--- config.mk ---
export PLATFORM = sky130hd
export DESIGN_NAME = alu_control_pipe
export DESIGN_NICKNAME = d
export VERILOG_FILES = /design/src/rtl/alu_ctrl_pkg.sv /design/src/rtl/alu_ctrl_decode.sv /design/src/rtl/alu_control_pipe.sv
export SDC_FILE = /design/constraint.sdc
export NUM_CORES = 1
export LEC_CHECK = 0
export ABC_AREA = 1
export CAP_MARGIN = 20
export CORE_MARGIN = 5
export CORE_UTILIZATION = 27
export CTS_CLUSTER_DIAMETER = 150
export DETAILED_ROUTE_END_ITERATION = 6
export PLACE_DENSITY = 0.57
export REMOVE_ABC_BUFFERS = 1
export SYNTH_ARGS = -nofsm -noshare
export SYNTH_HDL_FRONTEND = slang
export SYNTH_HIERARCHICAL = 1
export SYNTH_SLANG_ARGS = --single-unit
--- constraint.sdc ---
create_clock -name clk -period 3.2 [get_ports clk]
set_input_delay 0.48 -clock clk [delete_from_list [all_inputs] [get_ports clk]]
set_output_delay 0.48 -clock clk [all_outputs]
set_load 0.01 [all_outputs]
--- src/rtl/alu_ctrl_pkg.sv ---
// Shared encodings for the ALU-control pipeline stage: ALUop codes, funct fields,
// ALU control codes, result-source / MDU op encodings and the MDU sequencer states.
package alu_ctrl_pkg;

  localparam logic [1:0] ALUOP_ADD   = 2'b00;
  localparam logic [1:0] ALUOP_SUB   = 2'b01;
  localparam logic [1:0] ALUOP_RTYPE = 2'b10;
  localparam logic [1:0] ALUOP_AND   = 2'b11;

  localparam logic [5:0] F_ADD   = 6'b100000;
  localparam logic [5:0] F_ADDU  = 6'b100001;
  localparam logic [5:0] F_SUB   = 6'b100010;
  localparam logic [5:0] F_SUBU  = 6'b100011;
  localparam logic [5:0] F_AND   = 6'b100100;
  localparam logic [5:0] F_OR    = 6'b100101;
  localparam logic [5:0] F_XOR   = 6'b100110;
  localparam logic [5:0] F_NOR   = 6'b100111;
  localparam logic [5:0] F_SLT   = 6'b101010;
  localparam logic [5:0] F_SLTU  = 6'b101011;
  localparam logic [5:0] F_SLL   = 6'b000000;
  localparam logic [5:0] F_SRL   = 6'b000010;
  localparam logic [5:0] F_SRA   = 6'b000011;
  localparam logic [5:0] F_MFHI  = 6'b010000;
  localparam logic [5:0] F_MFLO  = 6'b010010;
  localparam logic [5:0] F_MULT  = 6'b011000;
  localparam logic [5:0] F_MULTU = 6'b011001;
  localparam logic [5:0] F_DIV   = 6'b011010;
  localparam logic [5:0] F_DIVU  = 6'b011011;

  localparam logic [3:0] CTRL_AND  = 4'b0000;
  localparam logic [3:0] CTRL_OR   = 4'b0001;
  localparam logic [3:0] CTRL_ADD  = 4'b0010;
  localparam logic [3:0] CTRL_XOR  = 4'b0011;
  localparam logic [3:0] CTRL_SLL  = 4'b0100;
  localparam logic [3:0] CTRL_SRL  = 4'b0101;
  localparam logic [3:0] CTRL_SUB  = 4'b0110;
  localparam logic [3:0] CTRL_SLT  = 4'b0111;
  localparam logic [3:0] CTRL_SLTU = 4'b1000;
  localparam logic [3:0] CTRL_SRA  = 4'b1001;
  localparam logic [3:0] CTRL_NOR  = 4'b1100;

  localparam logic [1:0] RD_ALU = 2'b00;
  localparam logic [1:0] RD_HI  = 2'b01;
  localparam logic [1:0] RD_LO  = 2'b10;

  localparam logic [1:0] MDU_MULT  = 2'b00;
  localparam logic [1:0] MDU_MULTU = 2'b01;
  localparam logic [1:0] MDU_DIV   = 2'b10;
  localparam logic [1:0] MDU_DIVU  = 2'b11;

  typedef enum logic [1:0] {
    ST_IDLE = 2'b00,
    ST_MUL  = 2'b01,
    ST_DIV  = 2'b10
  } mdu_state_t;

endpackage

--- src/rtl/alu_ctrl_decode.sv ---
// Combinational ALUop/funct decoder: ALU control, shift select, result source,
// MDU start/op, illegal-funct flag and HI/LO hazard classification.
module alu_ctrl_decode
  import alu_ctrl_pkg::*;
(
  input  logic [1:0] aluop,
  input  logic [5:0] funct,
  output logic [3:0] control,
  output logic       shift,
  output logic [1:0] rd_src,
  output logic       illegal,
  output logic       mdu_start,
  output logic [1:0] mdu_op,
  output logic       hazard
);

  always_comb begin
    control   = CTRL_ADD;
    shift     = 1'b0;
    rd_src    = RD_ALU;
    illegal   = 1'b0;
    mdu_start = 1'b0;
    mdu_op    = MDU_MULT;
    hazard    = 1'b0;
    case (aluop)
      ALUOP_ADD: control = CTRL_ADD;
      ALUOP_SUB: control = CTRL_SUB;
      ALUOP_AND: control = CTRL_AND;
      default: begin
        case (funct)
          F_ADD, F_ADDU: control = CTRL_ADD;
          F_SUB, F_SUBU: control = CTRL_SUB;
          F_AND:         control = CTRL_AND;
          F_OR:          control = CTRL_OR;
          F_XOR:         control = CTRL_XOR;
          F_NOR:         control = CTRL_NOR;
          F_SLT:         control = CTRL_SLT;
          F_SLTU:        control = CTRL_SLTU;
          F_SLL: begin control = CTRL_SLL; shift = 1'b1; end
          F_SRL: begin control = CTRL_SRL; shift = 1'b1; end
          F_SRA: begin control = CTRL_SRA; shift = 1'b1; end
          F_MFHI: begin rd_src = RD_HI; hazard = 1'b1; end
          F_MFLO: begin rd_src = RD_LO; hazard = 1'b1; end
          F_MULT, F_MULTU, F_DIV, F_DIVU: begin
            mdu_start = 1'b1;
            mdu_op    = funct[1:0];
            hazard    = 1'b1;
          end
          default: illegal = 1'b1;
        endcase
      end
    endcase
  end

endmodule

--- src/rtl/alu_control_pipe.sv ---
// Registered ALU-control stage between ID and EX: output registers, MULT/DIV
// sequencer with busy/done, and the HI/LO interlock on in_ready.
module alu_control_pipe
  import alu_ctrl_pkg::*;
#(
  parameter int CTRL_W     = 4,
  parameter int MUL_CYCLES = 4,
  parameter int DIV_CYCLES = 32
) (
  input  logic              clk,
  input  logic              rst_n,
  input  logic              flush,
  input  logic              in_valid,
  output logic              in_ready,
  input  logic [1:0]        aluop,
  input  logic [5:0]        funct,
  output logic              out_valid,
  output logic [CTRL_W-1:0] out_control,
  output logic              out_shift,
  output logic [1:0]        out_rd_src,
  output logic              out_illegal,
  output logic              out_mdu_start,
  output logic [1:0]        out_mdu_op,
  output logic              busy,
  output logic              mdu_done
);

  localparam int MAX_CYCLES = (MUL_CYCLES > DIV_CYCLES) ? MUL_CYCLES : DIV_CYCLES;
  localparam int CNT_W      = $clog2(MAX_CYCLES + 1);

  logic [3:0]       dec_control;
  logic             dec_shift;
  logic [1:0]       dec_rd_src;
  logic             dec_illegal;
  logic             dec_mdu_start;
  logic [1:0]       dec_mdu_op;
  logic             dec_hazard;
  logic             accept;
  mdu_state_t       state;
  logic [CNT_W-1:0] cnt;

  alu_ctrl_decode u_decode (
    .aluop     (aluop),
    .funct     (funct),
    .control   (dec_control),
    .shift     (dec_shift),
    .rd_src    (dec_rd_src),
    .illegal   (dec_illegal),
    .mdu_start (dec_mdu_start),
    .mdu_op    (dec_mdu_op),
    .hazard    (dec_hazard)
  );

  // Only HI/LO readers and new MDU ops must wait for a running sequence.
  assign in_ready = !(busy && in_valid && dec_hazard);
  assign accept   = in_valid && in_ready && !flush;

  always_ff @(posedge clk or negedge rst_n) begin
    if (!rst_n) begin
      out_valid     <= 1'b0;
      out_control   <= '0;
      out_shift     <= 1'b0;
      out_rd_src    <= RD_ALU;
      out_illegal   <= 1'b0;
      out_mdu_start <= 1'b0;
      out_mdu_op    <= MDU_MULT;
    end else if (accept) begin
      out_valid     <= 1'b1;
      out_control   <= CTRL_W'(dec_control);
      out_shift     <= dec_shift;
      out_rd_src    <= dec_rd_src;
      out_illegal   <= dec_illegal;
      out_mdu_start <= dec_mdu_start;
      out_mdu_op    <= dec_mdu_op;
    end else begin
      out_valid     <= 1'b0;
      out_illegal   <= 1'b0;
      out_mdu_start <= 1'b0;
    end
  end

  // Counter is loaded with N-1 so busy covers exactly N cycles before done.
  always_ff @(posedge clk or negedge rst_n) begin
    if (!rst_n) begin
      state    <= ST_IDLE;
      cnt      <= '0;
      busy     <= 1'b0;
      mdu_done <= 1'b0;
    end else begin
      mdu_done <= 1'b0;
      case (state)
        ST_IDLE: begin
          if (accept && dec_mdu_start) begin
            busy <= 1'b1;
            if (dec_mdu_op[1]) begin
              state <= ST_DIV;
              cnt   <= CNT_W'(DIV_CYCLES - 1);
            end else begin
              state <= ST_MUL;
              cnt   <= CNT_W'(MUL_CYCLES - 1);
            end
          end
        end
        ST_MUL, ST_DIV: begin
          if (cnt != '0) begin
            cnt <= cnt - CNT_W'(1);
          end else begin
            state    <= ST_IDLE;
            busy     <= 1'b0;
            mdu_done <= 1'b1;
          end
        end
        default: begin
          state <= ST_IDLE;
          busy  <= 1'b0;
        end
      endcase
    end
  end

endmodule

==> flow_summary_export.csv <==
group,metric,value,unit
layout,fin_nets,247,
drt,drt_iter0_drc,46,
drt,wl,3160,um
drt,wl_per_cell,10.5,um
min_path,min_path_type,"reg -> reg",
cts,root_buffer,"clkbuf_8",
place,dp_hpwl,2480,um
drt,first_pass_iters,4,
synthesis,synth_top_family_by_area,"simple AND/OR/NAND/NOR gates",
critical_path,r2r_start,"state[0]$_DFFE_PN0P_",
grt,grt_pass1_vias,1258,
power,internal_power,670,uW
critical_path,crit_path_max_fanout,4,
cts,cts_tree,"yes",
critical_path,worstReg2RegEnd,"cnt[3]$_DFFE_PN0P_",
synthesis,synthXorXnorAreaFrac,0.627,%
synthesis,synthTopCellsByArea,"dfrtp_1 (39%), nand2_1 (22%), inv_1 (6.2%)",
cts,clock-sinks,22,
synthesis,syn_area_per_cell,6.99,um^2
cts,clkTransAtPathRegs,80,ps
grt,antenna_found_initial,0,
critical_path,worstSetupStartpoint,"funct[4]",
flow_run,maxCapViolations,0,
timing,slew_violations,0,
critical_path,worst-setup-path-type,"in -> out",
drt,drc,0,
place,port_buffers,26,
drt,num_vias,1278,
critical_path,critical_path.endpoint,"in_ready",
layout,area_growth,30.4,%
power,swShare,37.4,%
die,die_w,81.9,um
synthesis,synth-simple-area-share,43.9,%
timing,max_slew_margin,75.0,%
die,die_h,81.9,um
timing,tightest_slew,372,ps
drt,via_per_inst,4.25,
synthesis,ys_seq_area_share,39.4,%
layout,fill_cells,550,
cts,cts_buffers,3,
critical_path,critPathCaptureType,"primary output",
timing,period_needed,2720,ps
synthesis,synthAdderAreaFrac,2.69,%
critical_path,reg2reg_depth,8,
timing,tns,0,ps
place,routabilityCongestion,0.820,
cts,clk_latency,260,ps
cts,cts_setup_buffers,0,
cts,htreeDepth,1,
die,die-area,0.00671,mm^2
place,dp.cells,297,
synthesis,yosysTopAreaCellShare,39.4,%
critical_path,crit_required,2720,ps
layout,final_common_cell,"nand2_1",
synthesis,yosysUniqueCellTypes,28,
power,p_per_area,587,mW/mm^2
power,p_switching,401,uW
die,rows,26,
timing,rsz0062_at_grt,"no",
layout,fin_cells,301,
cts,cts_max_path_buffers,2,
critical_path,critPathLaunchType,"primary input",
synthesis,yosys-mux-area-fraction,0,%
timing,timing.final.setup_violations,0,
grt,globalRouteOverflowTotal,0,
synthesis,ys_ff_latch,22,
timing,fin_worst_skew,7.19,ps
die,ios,27,
power,p_comb_share,41.5,%
power,ir_worst_vdd,220,uV
timing,hold_viol_final,0,
layout,final_cell_mix,"nand2_1 (82), clkdlybuf4s50_1 (26), inv_1 (23)",
synthesis,synth_compound_area_share,5.28,%
cts,post_cts_resized,0,
critical_path,arrival,2240,ps
layout,layout-drive-gt1-share,11.3,%
power,p_seq_share,34.4,%
die,initial_utilization,27.5,%
synthesis,synthCells,200,
timing,max_freq,0.368,GHz
grt,grt_max_degree,23,
synthesis,yosysWarningCount,6,
power,p_leak,0.945,nW
grt,grt_pass1_wl,5600,um
grt,grt_usage,10.5,%
timing,holdWs,487,ps
layout,antennaDiodeCount,0,
die,core-area,0.00507,mm^2
power,clkPwrFrac,24.1,%
run_status,status,"complete, no violations",
timing,fin_crit_sh,85.0,%
critical_path,reg2reg_slack,1670,ps
drt,ant_nets,0,
synthesis,yosysTopAreaCell,"dfrtp_1",
cts,holdBufCountCts,0,
power,finalPower,1.07,mW
synthesis,syn_area,0.00140,mm^2
-- critical path: stages --
cell             delay [ps]
clkdlybuf4s50_1         540
inv_1                    70
nor2_1                  210
o211ai_1                170
nor2_1                  160
nand3_2                 110
clkdlybuf4s50_1         500
-- synthesized netlist by cell type --
cell type and n:
a211oi_1 1, a31oi_1 1, nor2_2 5, nor2_4 3
nand4_2 1, xnor2_1 1, buf_6 1, inv_1 23
nand3_2 4, o21ai_1 4, o211ai_1 1, ha_1 3
a21oi_2 1, nor2_1 19, nand4_1 2, dfrtp_1 22
nand2_1 82, nor3_1 2, a21oi_1 1, nand3_1 11
and3_1 1, inv_2 3, o21ai_0 2, o2111ai_1 1
nand2_4 1, nand3b_1 2, buf_2 1, nand2_2 1
-- per-layer routing --
layer / GRT usage [%] / vias to the layer above / share of wire (%)
met2: 16.2 / 26 / 42
met3: 2.19 / 4 / 5.2
met1: 15.1 / 564 / 51
met5: 0 / - / 0
met4: 2.49 / 0 / 1.2
li1: - / 684 / -
-- area by class of cell --
class	instances	area, um^2	area share [%]
Timing Repair Buffer	29	283	15.5
Clock inverter	1	30.0	1.65
Clock buffer	3	41.3	2.26
Tap cell	70	87.6	4.80
Multi-Input combinational cell	150	733	40.2
Inverter	26	97.6	5.35
Sequential cell	22	551	30.2
-- how the worst min path moves through the flow --
stage	cells after the start	from	slack (ps)	endpoint
6_report	2	out_control[2]$_DFFE_PN0N_	490	out_control[2]$_DFFE_PN0N_
5_1_grt	2	out_control[1]$_DFFE_PN0N_	530	out_control[1]$_DFFE_PN0N_
4_1_cts	2	out_control[0]$_DFFE_PN0N_	500	out_control[0]$_DFFE_PN0N_
3_5_place_dp	2	out_rd_src[0]$_DFFE_PN0N_	470	out_rd_src[0]$_DFFE_PN0N_
3_3_place_gp	2	out_control[0]$_DFFE_PN0N_	470	out_control[0]$_DFFE_PN0N_
2_1_floorplan	0	rst_n	180	busy$_DFFE_PN0P_
-- flip-flops by register name (all words and copies together), names as in the netlist, 2 cells and up --
register and cells:
cnt 6, out_control 4, out_mdu_op 2, out_rd_src 2, state 2
-- metrics by stage --
step / util, % / instance area [um^2] / worst slack, ps
4_1_cts: 35.9 / 1820 / 474
3_3_place_gp: 34.5 / 1750 / 506
5_1_grt: 35.9 / 1820 / 355
6_report: 35.9 / 1820 / 481
2_1_floorplan: - / 1380 / 1540
3_5_place_dp: 34.5 / 1750 / 486
-- logic make-up (layout without fill, tap and decap cells) --
logic type | after synthesis | count (layout)
adders and majority gates | 3 | 3
xor gates and xnor gates | 1 | 1
buffers and inverters | 28 | 59
and+or+nand+nor | 134 | 134
DFF | 22 | 22
AOI/OAI and AO/OA | 12 | 12
-- power by group through the flow --
| stage | registers (mW) | clock network [mW] | logic (mW) |
|---|---|---|---|
| final | 0.368 | 0.258 | 0.444 |
| after CTS | 0.368 | 0.269 | 0.449 |
| after global placement | 0.373 | 0 | 0.443 |
| after detailed placement | 0.374 | 0 | 0.444 |
| after global routing | 0.376 | 0.279 | 0.514 |
| after floorplan | 0.372 | 0 | 0.317 |
Note: power is estimated with default switching activity, not from simulation.
